[config.mk]
export PLATFORM = sky130hd
export DESIGN_NAME = apb2axi_rsp_reg
export DESIGN_NICKNAME = d
export VERILOG_FILES = /design/src/rtl/apb2axi_pkg.sv /design/src/rtl/apb2axi_rsp_fifo.sv /design/src/rtl/apb2axi_rsp_reg.sv
export SDC_FILE = /design/constraint.sdc
export NUM_CORES = 1
export LEC_CHECK = 0
export ABC_AREA = 1
export CORE_AREA = 3 3 154 156
export CTS_CLUSTER_SIZE = 16
export DETAILED_ROUTE_END_ITERATION = 8
export DIE_AREA = 0 0 157 159
export PLACE_DENSITY = 0.78
export SLEW_MARGIN = 20
export SYNTH_ARGS = -nofsm -noshare
export SYNTH_HDL_FRONTEND = slang
export SYNTH_SLANG_ARGS = --single-unit
[constraint.sdc]
create_clock -name pclk -period 5.25 [get_ports pclk]
set_input_delay 0.525 -clock pclk [delete_from_list [all_inputs] [get_ports pclk]]
set_output_delay 0.525 -clock pclk [all_outputs]
set_load 0.05 [all_outputs]
[src/rtl/apb2axi_pkg.sv]
// Shared types and constants for the APB-to-AXI gateway response path.
// Pure declarations: no logic, no latency.
// No flow control here; users apply valid/ready on rsp_entry_t transfers.
package apb2axi_pkg;

  localparam int APB_ADDR_W = 12;

  // Register window word offsets, decoded from paddr[4:2]
  localparam logic [2:0] RSP_STATUS_OFF = 3'b100;
  localparam logic [2:0] RSP_DLO_OFF    = 3'b101;
  localparam logic [2:0] RSP_DHI_OFF    = 3'b110;
  localparam logic [2:0] RSP_CTRL_OFF   = 3'b111;

  typedef struct packed {
    logic        is_write;
    logic [1:0]  resp;
    logic [63:0] data;
  } rsp_entry_t;

  typedef enum logic {
    IDLE = 1'b0,
    RESP = 1'b1
  } apb_fsm_e;

  // STATUS word; head fields are forced to zero when the FIFO is empty so
  // stale storage contents never leak out.
  function automatic logic [31:0] rsp_status_word(input rsp_entry_t head,
                                                  input logic       not_empty,
                                                  input logic [7:0] cnt,
                                                  input logic       full);
    return {15'd0, full, cnt, 4'd0,
            head.is_write & not_empty,
            head.resp & {2{not_empty}},
            not_empty};
  endfunction

endpackage

[src/rtl/apb2axi_rsp_fifo.sv]
// Synchronous completion FIFO of rsp_entry_t with push, pop and flush.
// Latency: a pushed entry is visible at the head the cycle after the push.
// Backpressure: push is ignored when full, pop when empty; flush beats push.
module apb2axi_rsp_fifo
  import apb2axi_pkg::*;
#(
  parameter int DEPTH = 4  // power of two, at least 2
) (
  input  logic                       clk,
  input  logic                       rst,
  input  logic                       push,
  input  rsp_entry_t                 push_dat,
  input  logic                       pop,
  input  logic                       flush,
  output rsp_entry_t                 head_dat,
  output logic [$clog2(DEPTH+1)-1:0] count,
  output logic                       full,
  output logic                       empty
);

  localparam int PTR_W = $clog2(DEPTH);
  localparam int CNT_W = $clog2(DEPTH+1);

  rsp_entry_t       mem_q [DEPTH];
  logic [PTR_W-1:0] wr_ptr_q, wr_ptr_d;
  logic [PTR_W-1:0] rd_ptr_q, rd_ptr_d;
  logic [CNT_W-1:0] count_q, count_d;
  logic             do_push, do_pop;

  assign full     = (count_q == CNT_W'(DEPTH));
  assign empty    = (count_q == '0);
  assign count    = count_q;
  assign head_dat = mem_q[rd_ptr_q];
  assign do_push  = push && !full && !flush;
  assign do_pop   = pop && !empty && !flush;

  // Storage write; contents need no reset because count gates visibility
  always_ff @(posedge clk) begin
    if (do_push) mem_q[wr_ptr_q] <= push_dat;
  end

  // Pointer/occupancy next state; pointers wrap naturally at DEPTH
  always_comb begin
    wr_ptr_d = wr_ptr_q;
    rd_ptr_d = rd_ptr_q;
    count_d  = count_q;
    if (flush) begin
      wr_ptr_d = '0;
      rd_ptr_d = '0;
      count_d  = '0;
    end else begin
      if (do_push) wr_ptr_d = wr_ptr_q + PTR_W'(1);
      if (do_pop)  rd_ptr_d = rd_ptr_q + PTR_W'(1);
      count_d = count_q + CNT_W'(do_push) - CNT_W'(do_pop);
    end
  end

  // Pointer/occupancy registers
  always_ff @(posedge clk) begin
    if (rst) begin
      wr_ptr_q <= '0;
      rd_ptr_q <= '0;
      count_q  <= '0;
    end else begin
      wr_ptr_q <= wr_ptr_d;
      rd_ptr_q <= rd_ptr_d;
      count_q  <= count_d;
    end
  end

endmodule

[src/rtl/apb2axi_rsp_reg.sv]
// APB status/data window over a FIFO of AXI completions (offsets 0x10-0x1C).
// Latency: every APB access gets exactly one wait state, then pready for one cycle.
// Backpressure: rsp_ready drops while the FIFO is full. Optional irq via APB2AXI_RSP_IRQ_EN.
module apb2axi_rsp_reg #(
  parameter int APB_ADDR_W = apb2axi_pkg::APB_ADDR_W,  // at least 5
  parameter int RSP_DEPTH  = 4                         // power of two, at least 2
) (
  input  logic                  pclk,
  input  logic                  preset,
  input  logic                  psel,
  input  logic                  penable,
  input  logic                  pwrite,
  input  logic [APB_ADDR_W-1:0] paddr,
  input  logic [31:0]           pwdata,
  output logic [31:0]           prdata,
  output logic                  pready,
  output logic                  pslverr,
  input  logic                  rsp_valid,
  output logic                  rsp_ready,
  input  logic                  rsp_is_write,
  input  logic [1:0]            rsp_resp,
  input  logic [63:0]           rsp_data
`ifdef APB2AXI_RSP_IRQ_EN
  ,
  output logic                  irq
`endif
);

  import apb2axi_pkg::*;

  localparam int CNT_W = $clog2(RSP_DEPTH+1);

  apb_fsm_e         state_q, state_d;
  logic [31:0]      prdata_q, prdata_d;
  logic             pready_q, pready_d;
  logic             pslverr_q, pslverr_d;
  logic             pop_q, pop_d;
  logic             flush_q, flush_d;

  rsp_entry_t       push_dat, head_dat;
  logic [CNT_W-1:0] fifo_count;
  logic             fifo_full, fifo_empty;
  logic [2:0]       offset;
  logic [31:0]      status_word;

  assign push_dat    = '{is_write: rsp_is_write, resp: rsp_resp, data: rsp_data};
  assign rsp_ready   = !fifo_full;
  assign offset      = paddr[4:2];
  assign status_word = rsp_status_word(head_dat, !fifo_empty, 8'(fifo_count), fifo_full);

  assign prdata  = prdata_q;
  assign pready  = pready_q;
  assign pslverr = pslverr_q;

  // Pop and flush are captured during the wait state and applied on the RESP cycle
  apb2axi_rsp_fifo #(.DEPTH(RSP_DEPTH)) u_fifo (
    .clk      (pclk),
    .rst      (preset),
    .push     (rsp_valid && rsp_ready),
    .push_dat (push_dat),
    .pop      (pop_q && (state_q == RESP)),
    .flush    (flush_q && (state_q == RESP)),
    .head_dat (head_dat),
    .count    (fifo_count),
    .full     (fifo_full),
    .empty    (fifo_empty)
  );

`ifdef APB2AXI_RSP_IRQ_EN
  logic mask_q, mask_d;
  logic irq_q;
  logic unused_bits;
  assign unused_bits = ^{paddr[APB_ADDR_W-1:5], paddr[1:0], pwdata[31:2]};
  assign irq = irq_q;

  // irq follows FIFO occupancy one cycle late, gated by the CTRL mask
  always_ff @(posedge pclk) begin
    if (preset) begin
      mask_q <= 1'b0;
      irq_q  <= 1'b0;
    end else begin
      mask_q <= mask_d;
      irq_q  <= !fifo_empty && !mask_q;
    end
  end
`else
  logic unused_bits;
  assign unused_bits = ^{paddr[APB_ADDR_W-1:5], paddr[1:0], pwdata[31:1]};
`endif

  // Access decode and FSM next state; responses are captured in IDLE
  always_comb begin
    state_d   = state_q;
    prdata_d  = prdata_q;
    pready_d  = 1'b0;
    pslverr_d = 1'b0;
    pop_d     = 1'b0;
    flush_d   = 1'b0;
`ifdef APB2AXI_RSP_IRQ_EN
    mask_d    = mask_q;
`endif
    case (state_q)
      IDLE: begin
        if (psel && penable) begin
          state_d  = RESP;
          pready_d = 1'b1;
          prdata_d = 32'd0;
          if (!paddr[4]) begin
            pslverr_d = 1'b1;
          end else if (pwrite) begin
            if (offset == RSP_CTRL_OFF) begin
              flush_d = pwdata[0];
`ifdef APB2AXI_RSP_IRQ_EN
              mask_d  = pwdata[1];
`endif
            end else begin
              pslverr_d = 1'b1;
            end
          end else begin
            case (offset)
              RSP_STATUS_OFF: prdata_d = status_word;
              RSP_DLO_OFF: begin
                if (fifo_empty) pslverr_d = 1'b1;
                else            prdata_d  = head_dat.data[31:0];
              end
              RSP_DHI_OFF: begin
                if (fifo_empty) begin
                  pslverr_d = 1'b1;
                end else begin
                  prdata_d = head_dat.data[63:32];
                  pop_d    = 1'b1;
                end
              end
              default: prdata_d = 32'd0;
            endcase
          end
        end
      end
      RESP: begin
        state_d = IDLE;
      end
      default: state_d = IDLE;
    endcase
  end

  // FSM and APB response registers
  always_ff @(posedge pclk) begin
    if (preset) begin
      state_q   <= IDLE;
      prdata_q  <= 32'd0;
      pready_q  <= 1'b0;
      pslverr_q <= 1'b0;
      pop_q     <= 1'b0;
      flush_q   <= 1'b0;
    end else begin
      state_q   <= state_d;
      prdata_q  <= prdata_d;
      pready_q  <= pready_d;
      pslverr_q <= pslverr_d;
      pop_q     <= pop_d;
      flush_q   <= flush_d;
    end
  end

endmodule

# --- Word-level counts from Yosys, hierarchy flattened ---
# Memories as Yosys holds them, arrays and structs flattened. A register that Yosys moved wholly into a read port is not among the register bits.
# Index checks and enable logic that the tools add are counted.
totals:
  latchBits: 0
  output_inout_bits: 35
  ramBits: 268
  rom_bits: 0
  n_memories: 1
  register_bits: 44
  inputBits: 117
op_classes:
  bitwise_logic: 8
  reduce_logical: 19
  n_eq_ne: 5
  multipliers: 0
  muxes: 17
  order_cmp: 0
  n_div: 0
  n_shift: 0
  add_sub_neg: 4
mem_list:
  columns: ["memory", "words", "word_bits", "rd", "rd_ports_with_merged_regs", "wr", "line", "text"]
  rows:
  - ["u_fifo.mem_q", 4, 67, 1, 1, 1, "apb2axi_rsp_fifo.sv:24", "rsp_entry_t mem_q [DEPTH];"]
op_table:
  columns: ["op", "n"]
  rows:
  - ["2-to-1 mux 32 bit", 4]
  - ["case mux 32 bit (3 select lines)", 1]
  - ["equality test 3 bit, second input constant", 5]
  - ["OR reduction 6 bit", 2]
  - ["2-to-1 mux 1 bit", 9]
  - ["logical AND 1 bit", 8]
  - ["NOT 1 bit", 6]
  - ["OR reduction 2 bit", 3]
  - ["adder 2 x 1 -> 2 bit, second input constant", 2]
  - ["2-to-1 mux 2 bit", 2]
  - ["adder 3 x 1 -> 3 bit", 1]
  - ["zero test 1 bit", 3]
  - ["zero test 3 bit", 1]
  - ["OR reduction 3 bit", 1]
  - ["subtractor 3 x 1 -> 3 bit", 1]
  - ["AND 2 bit", 1]
  - ["case mux 1 bit (2 select lines)", 1]
  - ["AND reduction 2 bit", 1]
  - ["AND 1 bit", 1]

# --- Logic depth before layout (Yosys ltp) ---
logic_depth:
  ltp_word: 7
  ltp_mapped: 11
  depth_no_buf: 10

# --- Modules after synthesis ---
# A second synthesis with hierarchy kept.
unflattened:
  cells_unflattened: 1024
  area_unflattened_um2: 12350.6
modules_own_cells:
  columns: ["mod", "instances", "seq_area_each_um2", "cells_each", "area_each_um2"]
  rows:
  - ["apb2axi_rsp_fifo", 1, 8227.9, 720, 10436.3]
  - ["apb2axi_rsp_reg", 1, 720.7, 304, 1914.3]

# --- Least setup slack after synthesis ---
# Ideal clock, no wire load.
synth_timing:
  path_kind: "register to register"
  start: "register u_fifo.count_q[1], in the netlist u_fifo.count[1]"
  end: "memory u_fifo.mem_q[0][0] (netlist bit) (enable)"
  setup_time_ps: 492
  t_required_ps: 4758
  t_arrival_ps: 4053
  synth_period_minus_slack_ps: 4545
  stages_incl_launch_ff: 9
  slack_ps: 705
  path_cell_list: "dfxtp_1 inv_1 nand2_1 nor2_1 inv_1 nand2_1 nor2_1 inv_1 nor2_1"
synth_via:
  elab_chain_cells: 7
synth_rtl:
  columns: ["element", "line", "text"]
  rows:
  - ["start, declared", "apb2axi_rsp_fifo.sv:27", "logic [CNT_W-1:0] count_q, count_d;"]
  - ["start signal, assigned", "apb2axi_rsp_fifo.sv:67", "count_q <= count_d;"]
  - ["equality test 3 bit (*)", "apb2axi_rsp_fifo.sv:30", "assign full = (count_q == CNT_W'(DEPTH));"]
  - ["zero test 1 bit (*)", "apb2axi_rsp_reg.sv:47", "assign rsp_ready = !fifo_full;"]
  - ["named net rsp_ready", "apb2axi_rsp_reg.sv:19", "output logic rsp_ready,"]
  - ["logical AND 1 bit", "apb2axi_rsp_reg.sv:59", ".push (rsp_valid && rsp_ready),"]
  - ["logical AND 1 bit (*) (2 in series)", "apb2axi_rsp_fifo.sv:34", "assign do_push = push && !full && !flush;"]
  - ["named net u_fifo.do_push", "apb2axi_rsp_fifo.sv:28", "logic do_push, do_pop;"]
  - ["2-to-1 mux 1 bit (*)", "apb2axi_rsp_fifo.sv:39", "if (do_push) mem_q[wr_ptr_q] <= push_dat;"]
  - ["2-to-1 mux 1 bit (not written as such) (*)", "apb2axi_rsp_fifo.sv:39", null]
  - ["end, declared", "apb2axi_rsp_fifo.sv:24", null]
# Mark *: on every way through the listed nets, which the timed path passes. The rest lies on a longest branch.

==> summary.txt <==
Outcome
  • Status: finished clean

Worst setup path
  • Crit Path Class: flop to flop
  • CP arrival: 3.56 ns
  • WP data required: 5.67 ns
  • Max stage delay on crit path: 0.95 ns
  • Setup crit end kind: flop
  • Nature of the critical path startpoint: flop
  • Most common cell on crit path: nor2_1
  • Reg2Reg Setup Slack: 2.11 ns
  • CP Max Fanout: 75
  • Slowest-stage cell, CP: clkinv_2
  • Crit path cell chain: clkinv_2 > buf_4 > nor2_1 > nor2_1 > o21ai_0 > o211ai_1 > nand3_1 > a21oi_1

GRT
  • Residual overflow from global routing: 0
  • Largest net degree at the start of global routing: 76
  • Global-route wire length before repair: 42000 µm
  • Antenna violations before repair: 1
  • Via count of the first global-routing pass: 8036
  • Tot GR Track Use: 21.3%

Floorplan
  • Initial Util: 54.4%
  • IO Count: 152
  • Die Height: 159 µm
  • Die Wd: 157 µm
  • Rows: 55
  • Core area: 22500 µm²
  • Total Die Area: 25000 µm²

Route
  • Vias: 8150
  • Detailed Route WL: 27200 µm
  • Wire per inst: 19.2 µm
  • Residual DRC: 0
  • Router iterations before antenna repair: 5
  • Initial DRC Count: 683
  • DR vias/cell: 5.75
  • Final ANT Viol Nets: 0

Placement
  • IO buf count: 111
  • DP HPWL: 15100 µm
  • Dpl ws: 2.09 ns
  • GP Congestion: 0.783

Synth
  • Largest family of logic cells by synthesized area: simple AND/OR/NAND/NOR gates
  • Total of warnings raised by yosys: 0
  • Sequential area share after synthesis: 73.1%
  • Xor/xnor share of the synthesized area: 0.0716%
  • Yosys reg bits: 313
  • Syn Inst Count: 1012
  • Synth Area in Compound Gates: 10.6%
  • Post-Syn Area: 12200 µm²
  • Post-Synth Simple-Gate Area: 11.8%
  • Adder-Cell Fraction of Synth Area: 0.777%
  • Multiplexer area fraction after synthesis: 0%
  • Yosys cell types: 31
  • Avg Cell Area, Syn: 12.1 µm²
  • Post-synthesis net count: 1136

Power
  • Power Internal: 4.34 mW
  • Logic pwr share: 8.4%
  • Flop pwr share: 52.4%
  • VDD IR max: 0.000277 V
  • Sw Pwr: 1.24 mW
  • Overall power: 5.57 mW
  • Net Sw Frac: 22.2%
  • Leakage: 5.03 nW
  • PD cells: 382 nW/µm²
  • Clk pwr share: 39.2%

Min path
  • Hold Crit Start: prdata[2]$_SDFFE_PP0P_
  • Min-delay worst type: flop to flop

Timing
  • Worst slew pin tran: 1.05 ns
  • RSZ-0062 raised after global routing: no
  • Setup TNS: 0 ns
  • Setup violators final: 0
  • Fin crit share: 59.7%
  • Clk_skew: 0.0191 ns
  • Hold Fails Final Rpt: 0
  • Final Max Slew Viols: 0
  • Final worst slack: 2.11 ns
  • Max Freq: 0.319 GHz
  • Tmin final: 3.14 ns
  • Max-slew headroom: 30.0%

Clock network
  • Setup Buffers After CTS: 0
  • # H-tree levels: 1
  • TritonCTS Sinks: 313
  • Hold_buf cts: 0
  • Clk Latency, worst-skew pair: 0.56 ns
  • CTS clk-pin slew, worst paths: 0.06 ns
  • TritonCTS clock tree: yes
  • CTS root buf: clkbuf_16
  • Post_cts resized: 0
  • Total CTS buffers: 30
  • Clk buf depth: 3

Cells and area
  • # nets final: 1233
  • Layout cells sized above 1: 6.35%
  • Diode count: 0
  • P&R area growth vs syn: 19.3%

Job
  • Max_cap viols: 0
-- critical path, delay by kind of cell, from the launching register on --
kind	cells	cell delay, ns
buffers and inverters	2	1.57
AOI/OAI and AO/OA	3	0.32
DFF	1	0.76
and+or+nand+nor	3	0.33
-- power by group through the flow --
stage | sequential, mW | clock [mW] | combinational [mW]
after floorplan | 3.02 | 0 | 0.208
after global placement | 2.96 | 0 | 0.451
after detailed placement | 2.97 | 0 | 0.461
after CTS | 2.92 | 2.20 | 0.469
after global routing | 2.93 | 2.31 | 0.511
final | 2.92 | 2.18 | 0.468
-- per-layer routing --
layer,global-route usage [%],routed length (µm),vias up
li1,-,-,3797
met2,36.3,13900,311
met5,0,13,-
met1,28.4,10900,3984
met4,7.16,603,2
met3,2.94,1820,56
-- layout by cell type (no fill, tap or decap), drive strengths merged, types with 16 or more instances in the layout --
cell	instances
edfxtp	268
nor2	178
o21ai	146
nand2	121
clkdlybuf4s50	111
nand3	50
dfxtp	45
inv	40
a21oi	39
o211ai	38
clkbuf	36
clkinv	16
-- worst paths after layout --
| check | end | depth (start not counted) |
|---|---|---|
| worst max-delay path | prdata[26]$_SDFFE_PP0P_ | 8 |
| worst min-delay path | prdata[2]$_SDFFE_PP0P_ | 2 |
| worst max register to register | prdata[26]$_SDFFE_PP0P_ | 8 |
| worst min register to register | prdata[2]$_SDFFE_PP0P_ | 2 |
-- synthesized netlist by cell type --
master,count,area share (%)
dfxtp_1,45,7.4
o21ai_0,129,5.3
nand2_2,1,0.051
inv_1,39,1.2
a31oi_1,3,0.15
nor2_8,1,0.16
nand2_1,120,3.7
clkbuf_1,28,0.86
o22ai_1,8,0.41
o21ba_2,2,0.16
nor2_4,1,0.092
clkinv_1,1,0.031
a21oi_1,39,1.6
nor2_1,175,5.4
nor2_2,1,0.051
o211ai_1,38,2.3
ha_1,6,0.61
nand3_1,50,2.0
nor4_1,2,0.10
xor2_1,1,0.072
inv_2,1,0.031
buf_2,17,0.70
fa_1,1,0.16
nor3_1,4,0.16
or2_2,1,0.051
inv_4,1,0.051
buf_4,5,0.31
o21ai_1,17,0.70
buf_1,3,0.092
buf_6,4,0.37
edfxtp_1,268,66
-- cells by family after synthesis --
family	after synthesis
flops	313
simple gates	356
xor+xnor	1
fa+ha+maj	7
buf+inv	99
compound gates	236
-- area by class of cell --
cell class,instances,area [µm²]
flip-flops and latches,313,8950
clock inverters,20,233
inverters,42,161
multi-input cells,600,2880
well taps,285,357
clock buffers,36,783
fillers,1569,7910
repair buffers,122,1230
-- registers in the layout (all words and copies together) (netlist names), named ones only --
signal,count
state_q,1
u_fifo.count,3
u_fifo.wr_ptr_q,2
flush_q,1
pop_q,1
pslverr,1
prdata,32
u_fifo.rd_ptr_q,2
u_fifo.mem_q,268
-- stage by stage --
step                      std cells  instance area, µm²  hold WS, ns  utilization (%)
after floorplan                1012               12200        0.475                -
after global placement         1361               13600        0.454             60.3
after detailed placement       1361               13600        0.463             60.3
after CTS                      1417               14600        0.472             64.8
after global routing           1418               14600        0.486             64.9
final                          1418               14600        0.468             64.9
(Power assumes the default switching activity.)
